File: src/rtl/trap_sequencer_if.sv
// trap_sequencer_if: decoder/PC-side bundle for the ecall/mret trap sequencer
// master: decoder side (drives instruction flags, observes hold/redirect/context)
// slave : trap_sequencer side
interface trap_sequencer_if #(parameter int CNT_W = 16);
  logic             instr_valid_i;
  logic [31:0]      pc_i;
  logic             ecall_i;
  logic             mret_i;
  logic             illegal_i;
  logic             pc_hold_o;
  logic             redirect_valid_o;
  logic [31:0]      redirect_pc_o;
  logic             in_handler_o;
  logic [31:0]      mepc_o;
  logic [3:0]       mcause_o;
  logic             halted_o;
  logic             spurious_mret_o;
  logic [CNT_W-1:0] trap_count_o;
  modport master (
    output instr_valid_i, pc_i, ecall_i, mret_i, illegal_i,
    input  pc_hold_o, redirect_valid_o, redirect_pc_o, in_handler_o,
           mepc_o, mcause_o, halted_o, spurious_mret_o, trap_count_o
  );
  modport slave (
    input  instr_valid_i, pc_i, ecall_i, mret_i, illegal_i,
    output pc_hold_o, redirect_valid_o, redirect_pc_o, in_handler_o,
           mepc_o, mcause_o, halted_o, spurious_mret_o, trap_count_o
  );
endinterface

File: src/rtl/trap_sequencer.sv
// trap_sequencer: ecall/mret trap entry/return sequencing with saved context
// Ports: clk, rst (async active-high), bus (trap_sequencer_if.slave):
//   decoder flags in; pc_hold/redirect to the PC register; mepc/mcause,
//   in_handler, halted (double fault), sticky spurious_mret, saturating trap count out.
// Optional: define TRAP_ILLEGAL_EN to make illegal_i a trap source (mcause 2).
module trap_sequencer #(
  parameter logic [31:0] HANDLER_BASE = 32'h1c090000,
  parameter int          CNT_W        = 16
) (
  input logic          clk,
  input logic          rst,
  trap_sequencer_if.slave bus
);
  typedef enum logic [2:0] {NORMAL, ENTRY, HANDLER, RETURN, HALT} state_t;
  state_t           state, state_n;
  logic [31:0]      mepc;
  logic [3:0]       mcause;
  logic [CNT_W-1:0] cnt;
  logic             spur;
  logic             ill;
  logic             trap_ev;
  logic             mret_ev;
  logic             hold;
`ifdef TRAP_ILLEGAL_EN
  assign ill = bus.illegal_i;
`else
  assign ill = 1'b0;
`endif
  assign trap_ev = bus.instr_valid_i & (bus.ecall_i | ill);
  assign mret_ev = bus.instr_valid_i & bus.mret_i;
  always_comb begin
    state_n = state;
    hold    = 1'b0;
    case (state)
      NORMAL: begin
        hold    = trap_ev;
        state_n = trap_ev ? ENTRY : NORMAL;
      end
      ENTRY:  state_n = HANDLER;
      HANDLER: begin
        hold    = trap_ev | mret_ev;
        state_n = trap_ev ? HALT : mret_ev ? RETURN : HANDLER;
      end
      RETURN: state_n = NORMAL;
      HALT: begin
        hold    = 1'b1;
        state_n = HALT;
      end
      default: state_n = NORMAL;
    endcase
  end
  always_ff @(posedge clk or posedge rst) begin
    if (rst) begin
      state  <= NORMAL;
      mepc   <= '0;
      mcause <= '0;
      cnt    <= '0;
      spur   <= 1'b0;
    end else begin
      state <= state_n;
      if (state == NORMAL && trap_ev) begin
        mepc   <= bus.pc_i;
        mcause <= bus.ecall_i ? 4'd11 : 4'd2;
        cnt    <= &cnt ? cnt : cnt + CNT_W'(1);
      end
      if (state == NORMAL && mret_ev && !trap_ev)
        spur <= 1'b1;
    end
  end
  assign bus.pc_hold_o        = hold;
  assign bus.redirect_valid_o = state == ENTRY || state == RETURN;
  assign bus.redirect_pc_o    = state == ENTRY ? HANDLER_BASE : state == RETURN ? mepc + 32'd4 : 32'd0;
  assign bus.in_handler_o     = state == HANDLER || state == RETURN;
  assign bus.halted_o         = state == HALT;
  assign bus.mepc_o           = mepc;
  assign bus.mcause_o         = mcause;
  assign bus.spurious_mret_o  = spur;
  assign bus.trap_count_o     = cnt;
endmodule
File: src/flat_wrapper.sv
// flat-port wrapper written by rule: the top's interface ports become plain ports
module trap_sequencer_flat 
#(
  parameter logic [31:0] HANDLER_BASE = 32'h1c090000,
  parameter int          CNT_W        = 16
)
  (clk, rst, bus_instr_valid_i, bus_pc_i, bus_ecall_i, bus_mret_i, bus_illegal_i, bus_pc_hold_o, bus_redirect_valid_o, bus_redirect_pc_o, bus_in_handler_o, bus_mepc_o, bus_mcause_o, bus_halted_o, bus_spurious_mret_o, bus_trap_count_o);
  trap_sequencer_if #(.CNT_W(CNT_W)) bus_i ();
  input logic clk;
  input logic rst;
  input wire logic [$bits(bus_i.instr_valid_i)-1:0] bus_instr_valid_i;
  input wire logic [$bits(bus_i.pc_i)-1:0] bus_pc_i;
  input wire logic [$bits(bus_i.ecall_i)-1:0] bus_ecall_i;
  input wire logic [$bits(bus_i.mret_i)-1:0] bus_mret_i;
  input wire logic [$bits(bus_i.illegal_i)-1:0] bus_illegal_i;
  output wire logic [$bits(bus_i.pc_hold_o)-1:0] bus_pc_hold_o;
  output wire logic [$bits(bus_i.redirect_valid_o)-1:0] bus_redirect_valid_o;
  output wire logic [$bits(bus_i.redirect_pc_o)-1:0] bus_redirect_pc_o;
  output wire logic [$bits(bus_i.in_handler_o)-1:0] bus_in_handler_o;
  output wire logic [$bits(bus_i.mepc_o)-1:0] bus_mepc_o;
  output wire logic [$bits(bus_i.mcause_o)-1:0] bus_mcause_o;
  output wire logic [$bits(bus_i.halted_o)-1:0] bus_halted_o;
  output wire logic [$bits(bus_i.spurious_mret_o)-1:0] bus_spurious_mret_o;
  output wire logic [$bits(bus_i.trap_count_o)-1:0] bus_trap_count_o;
  assign bus_i.instr_valid_i = bus_instr_valid_i;
  assign bus_i.pc_i = bus_pc_i;
  assign bus_i.ecall_i = bus_ecall_i;
  assign bus_i.mret_i = bus_mret_i;
  assign bus_i.illegal_i = bus_illegal_i;
  assign bus_pc_hold_o = bus_i.pc_hold_o;
  assign bus_redirect_valid_o = bus_i.redirect_valid_o;
  assign bus_redirect_pc_o = bus_i.redirect_pc_o;
  assign bus_in_handler_o = bus_i.in_handler_o;
  assign bus_mepc_o = bus_i.mepc_o;
  assign bus_mcause_o = bus_i.mcause_o;
  assign bus_halted_o = bus_i.halted_o;
  assign bus_spurious_mret_o = bus_i.spurious_mret_o;
  assign bus_trap_count_o = bus_i.trap_count_o;
  trap_sequencer #(.HANDLER_BASE(HANDLER_BASE), .CNT_W(CNT_W)) u_core (.clk(clk), .rst(rst), .bus(bus_i));
endmodule
File: config.mk
export PLATFORM = sky130hd
export DESIGN_NAME = trap_sequencer_flat
export DESIGN_NICKNAME = d
export VERILOG_FILES = /design/src/rtl/trap_sequencer_if.sv /design/src/rtl/trap_sequencer.sv /design/src/flat_wrapper.sv
export SDC_FILE = /design/constraint.sdc
export NUM_CORES = 1
export LEC_CHECK = 0
export CAP_MARGIN = 20
export CORE_ASPECT_RATIO = 0.5
export CORE_MARGIN = 2
export CORE_UTILIZATION = 47
export CTS_CLUSTER_DIAMETER = 150
export DETAILED_ROUTE_END_ITERATION = 8
export GPL_TIMING_DRIVEN = 0
export HOLD_SLACK_MARGIN = 0.1
export PLACE_DENSITY_LB_ADDON = 0.05
export SETUP_SLACK_MARGIN = 0.02
export SLEW_MARGIN = 20
export SYNTH_ARGS = -nofsm -noshare
export SYNTH_HDL_FRONTEND = slang
export SYNTH_SLANG_ARGS = --single-unit
export TNS_END_PERCENT = 5
File: constraint.sdc
create_clock -name clk -period 4.19 [get_ports clk]
set_input_delay 0.6285 -clock clk [delete_from_list [all_inputs] [get_ports clk]]
set_output_delay 0.6285 -clock clk [all_outputs]
set_load 0.005 [all_outputs]
==> metrics <==
final instance area 4611 µm²; WHS Path Cells 1; sequential element share of the synthesized area 43.76%; Slew headroom 55.39%; # fillers 469; Via Count 2,984; chip height 61.32 µm; final setup vio count 0; static leakage 1.781 nW; share of the synthesized area in the top cell type 43.76%; share of cells above drive strength 1 11.33%; final wirelength 8878 µm; Synth Register Bits 54; Ys Warns 0; Worst Skew 4.362 ps; ANT cells 0; setup bufs post-CTS 0; Clock Path Buffers 2; Post-Synthesis Cells 319; FFs w/ async S/R, synth 100.0%; final setup TNS 0 ps; Reg clk slew, reported paths 70 ps; Root Driver clkbuf_16; outcome completed; GR Overflow Total 0; worst hold path class reg -> reg; NumNets Final 490; DRC viols 0; vias in the first global route 2,819; Crit Path Max Fanout 10; die width 118.6 µm; CTS Buf Count 5; Synth area leaders dfrtp_1 44%, mux2_2 11%, xnor2_1 4.0%; unrepaired setup endpoints after global routing false; pin count of the biggest net entering global routing 55; Tightest Pin Transition 669.1 ps; Std-Cell Rows 20; CP max stage cell or4_1; Worst setup SP type flip-flop; via/cell ratio 5.546; antenna-violating nets left 0; gpl congestion 0.8144; maximum vdd drop 0.0003027 V; core footprint 6206 µm²; r2r worst-path depth 6; Die ar. 7274 µm²; Initial Util 49.76%; max_cap viols 0; Resize count post-CTS 0; main flop type after synthesis dfrtp_1; Worst Setup End Kind output pin; Critical Path AT 3180 ps; post-synth cell types 45; I/O pin cnt 127; DP HPWL 6550 µm; cell area after synthesis 3088 µm²; Post-DP Area 4442 µm²; count of pins over their slew limit 0; drt pass-1 iters 4; clk_lat worst skew 300 ps; fin crit share 90.83%; Pwr Density 565.2 nW/µm²; WL/cell 16.50 µm; fin crit period 3806 ps; CP required 3560 ps; top-count cell post-synth dfrtp_1; drt initial violations 128; Post-synth top cells 54 x dfrtp_1, 29 x mux2_2, 27 x nand2_1; global-route wire length before repair 14,060 µm; crit path cell chain ha_1 > and3_1 > clkbuf_1 > nand4_1 > or4_1 > a31oi_1 > clkdlybuf4s50_1; fmax 262.7 MHz; Port Buf Inserts 124; Hold Buf Count CTS 0; CTS tree yes; final hold vios 0; H-tree depth 2; slowest stage delay, CP 600 ps; area delta synth->final 49.31%; crit path kind reg -> out; EDFF count, synth 0; clk sinks 54; total global-route track usage 25.09%; antenna violations before repair 0; synthesized net count 359; Syn Area/Cell 9.680 µm²; Synth area leader dfrtp_1
state kept, by name, indices dropped and copies added (netlist names):
signal,flops
u_core.bus.mcause_o,2
u_core.bus.mepc_o,32
u_core.bus.spurious_mret_o,1
u_core.bus.trap_count_o,16
u_core.state,3
critical path, delay by kind of cell, from the launching register on:
| family | cells | cell delay (ps) |
|---|---|---|
| buffers and inverters | 2 | 780 |
| AND/OR/NAND/NOR | 3 | 1150 |
| AO/OA/AOI/OAI | 1 | 230 |
| flip-flops | 1 | 470 |
| adder cells (fa/ha/maj) | 1 | 240 |
cell usage in the layout (no fill, tap or decap), types with 3 or more instances in the layout:
master,synthesis,routed
clkdlybuf4s50_1,0,124
dfrtp_1,54,54
mux2_2,29,29
nand2_1,27,27
nor2_1,20,20
nand4_1,15,15
nand3_1,14,14
xnor2_1,14,14
xor2_1,12,12
o21ai_0,11,11
a21oi_1,11,11
clkbuf_1,10,10
inv_1,10,9
nor3_1,8,8
nor4_1,7,7
or3_1,7,7
o31ai_1,6,6
or4_1,6,6
and2_1,5,5
and3_1,5,5
nand2b_1,5,5
a31oi_1,5,5
clkbuf_16,0,5
and4_1,4,4
o211ai_1,4,4
buf_2,3,3
mux2i_1,3,3
metrics by stage:
stage | instances | power (W) | worst slack [ps] | utilization [%] | hold WS (ps)
finish | 538 | 0.002606 | 384.0 | 74.29 | 475.0
global route | 538 | 0.002771 | 213.7 | 74.29 | 488.8
CTS | 538 | 0.002618 | 426.6 | 74.29 | 479.5
detailed placement | 531 | 0.002123 | 783.2 | 71.57 | 462.7
global placement | 531 | 0.002070 | 827.4 | 71.53 | 451.8
floorplan | 319 | 0.001462 | 1624 | - | 465.0
kinds of logic after synthesis:
kind of cell | count (synthesis) | synth area share (%)
AO/OA/AOI/OAI | 45 | 9.198
XOR/XNOR | 26 | 7.374
adder cells (fa/ha/maj) | 2 | 0.8102
buffers and inverters | 26 | 3.768
flip-flops | 54 | 43.76
multiplexers | 32 | 11.55
other | 1 | 0.1214
AND/OR/NAND/NOR | 133 | 23.42
path summary, 6_finish.rpt:
kind	start	slack, ps	end
worst max-delay path	u_core.bus.mepc_o[2]	380	bus_redirect_pc_o[28]
worst min-delay path	u_core.bus.mcause_o[1]	470	u_core.bus.mcause_o[1]
worst max register to register	u_core.state[1]	1710	u_core.bus.mepc_o[14]
worst min register to register	u_core.bus.mcause_o[1]	470	u_core.bus.mcause_o[1]
max in group asynchronous	rst	2960	u_core.bus.mepc_o[8]
min in group asynchronous	rst	800	u_core.bus.mepc_o[4]
layout make-up:
class	count	area (µm²)	share of cell area, %
plain buffers	16	78.83	1.710
clock buffers	6	138.9	3.012
clock inverters	1	30.03	0.6513
inverters	10	40.04	0.8684
multi-input cells	239	1620	35.14
flip-flops and latches	54	1351	29.31
well taps	88	110.1	2.388
repair buffers	124	1241	26.92
report_power, final:
group | total (W) | switching [W] | internal (W)
combinational | 0.00111 | 0.000416 | 0.000695
clock | 0.000483 | 0.000187 | 0.000295
sequential | 0.00101 | 0.000299 | 0.000714
metal layers:
metal | global-route usage [%] | vias to the layer above | share of wire [%]
met5 | 0 | - | 0
met2 | 44.09 | 105 | 48
met1 | 31.41 | 1446 | 44
met4 | 9.184 | 0 | 1.4
li1 | - | 1421 | -
met3 | 6.019 | 12 | 6.1
(Power assumes the default switching activity.)
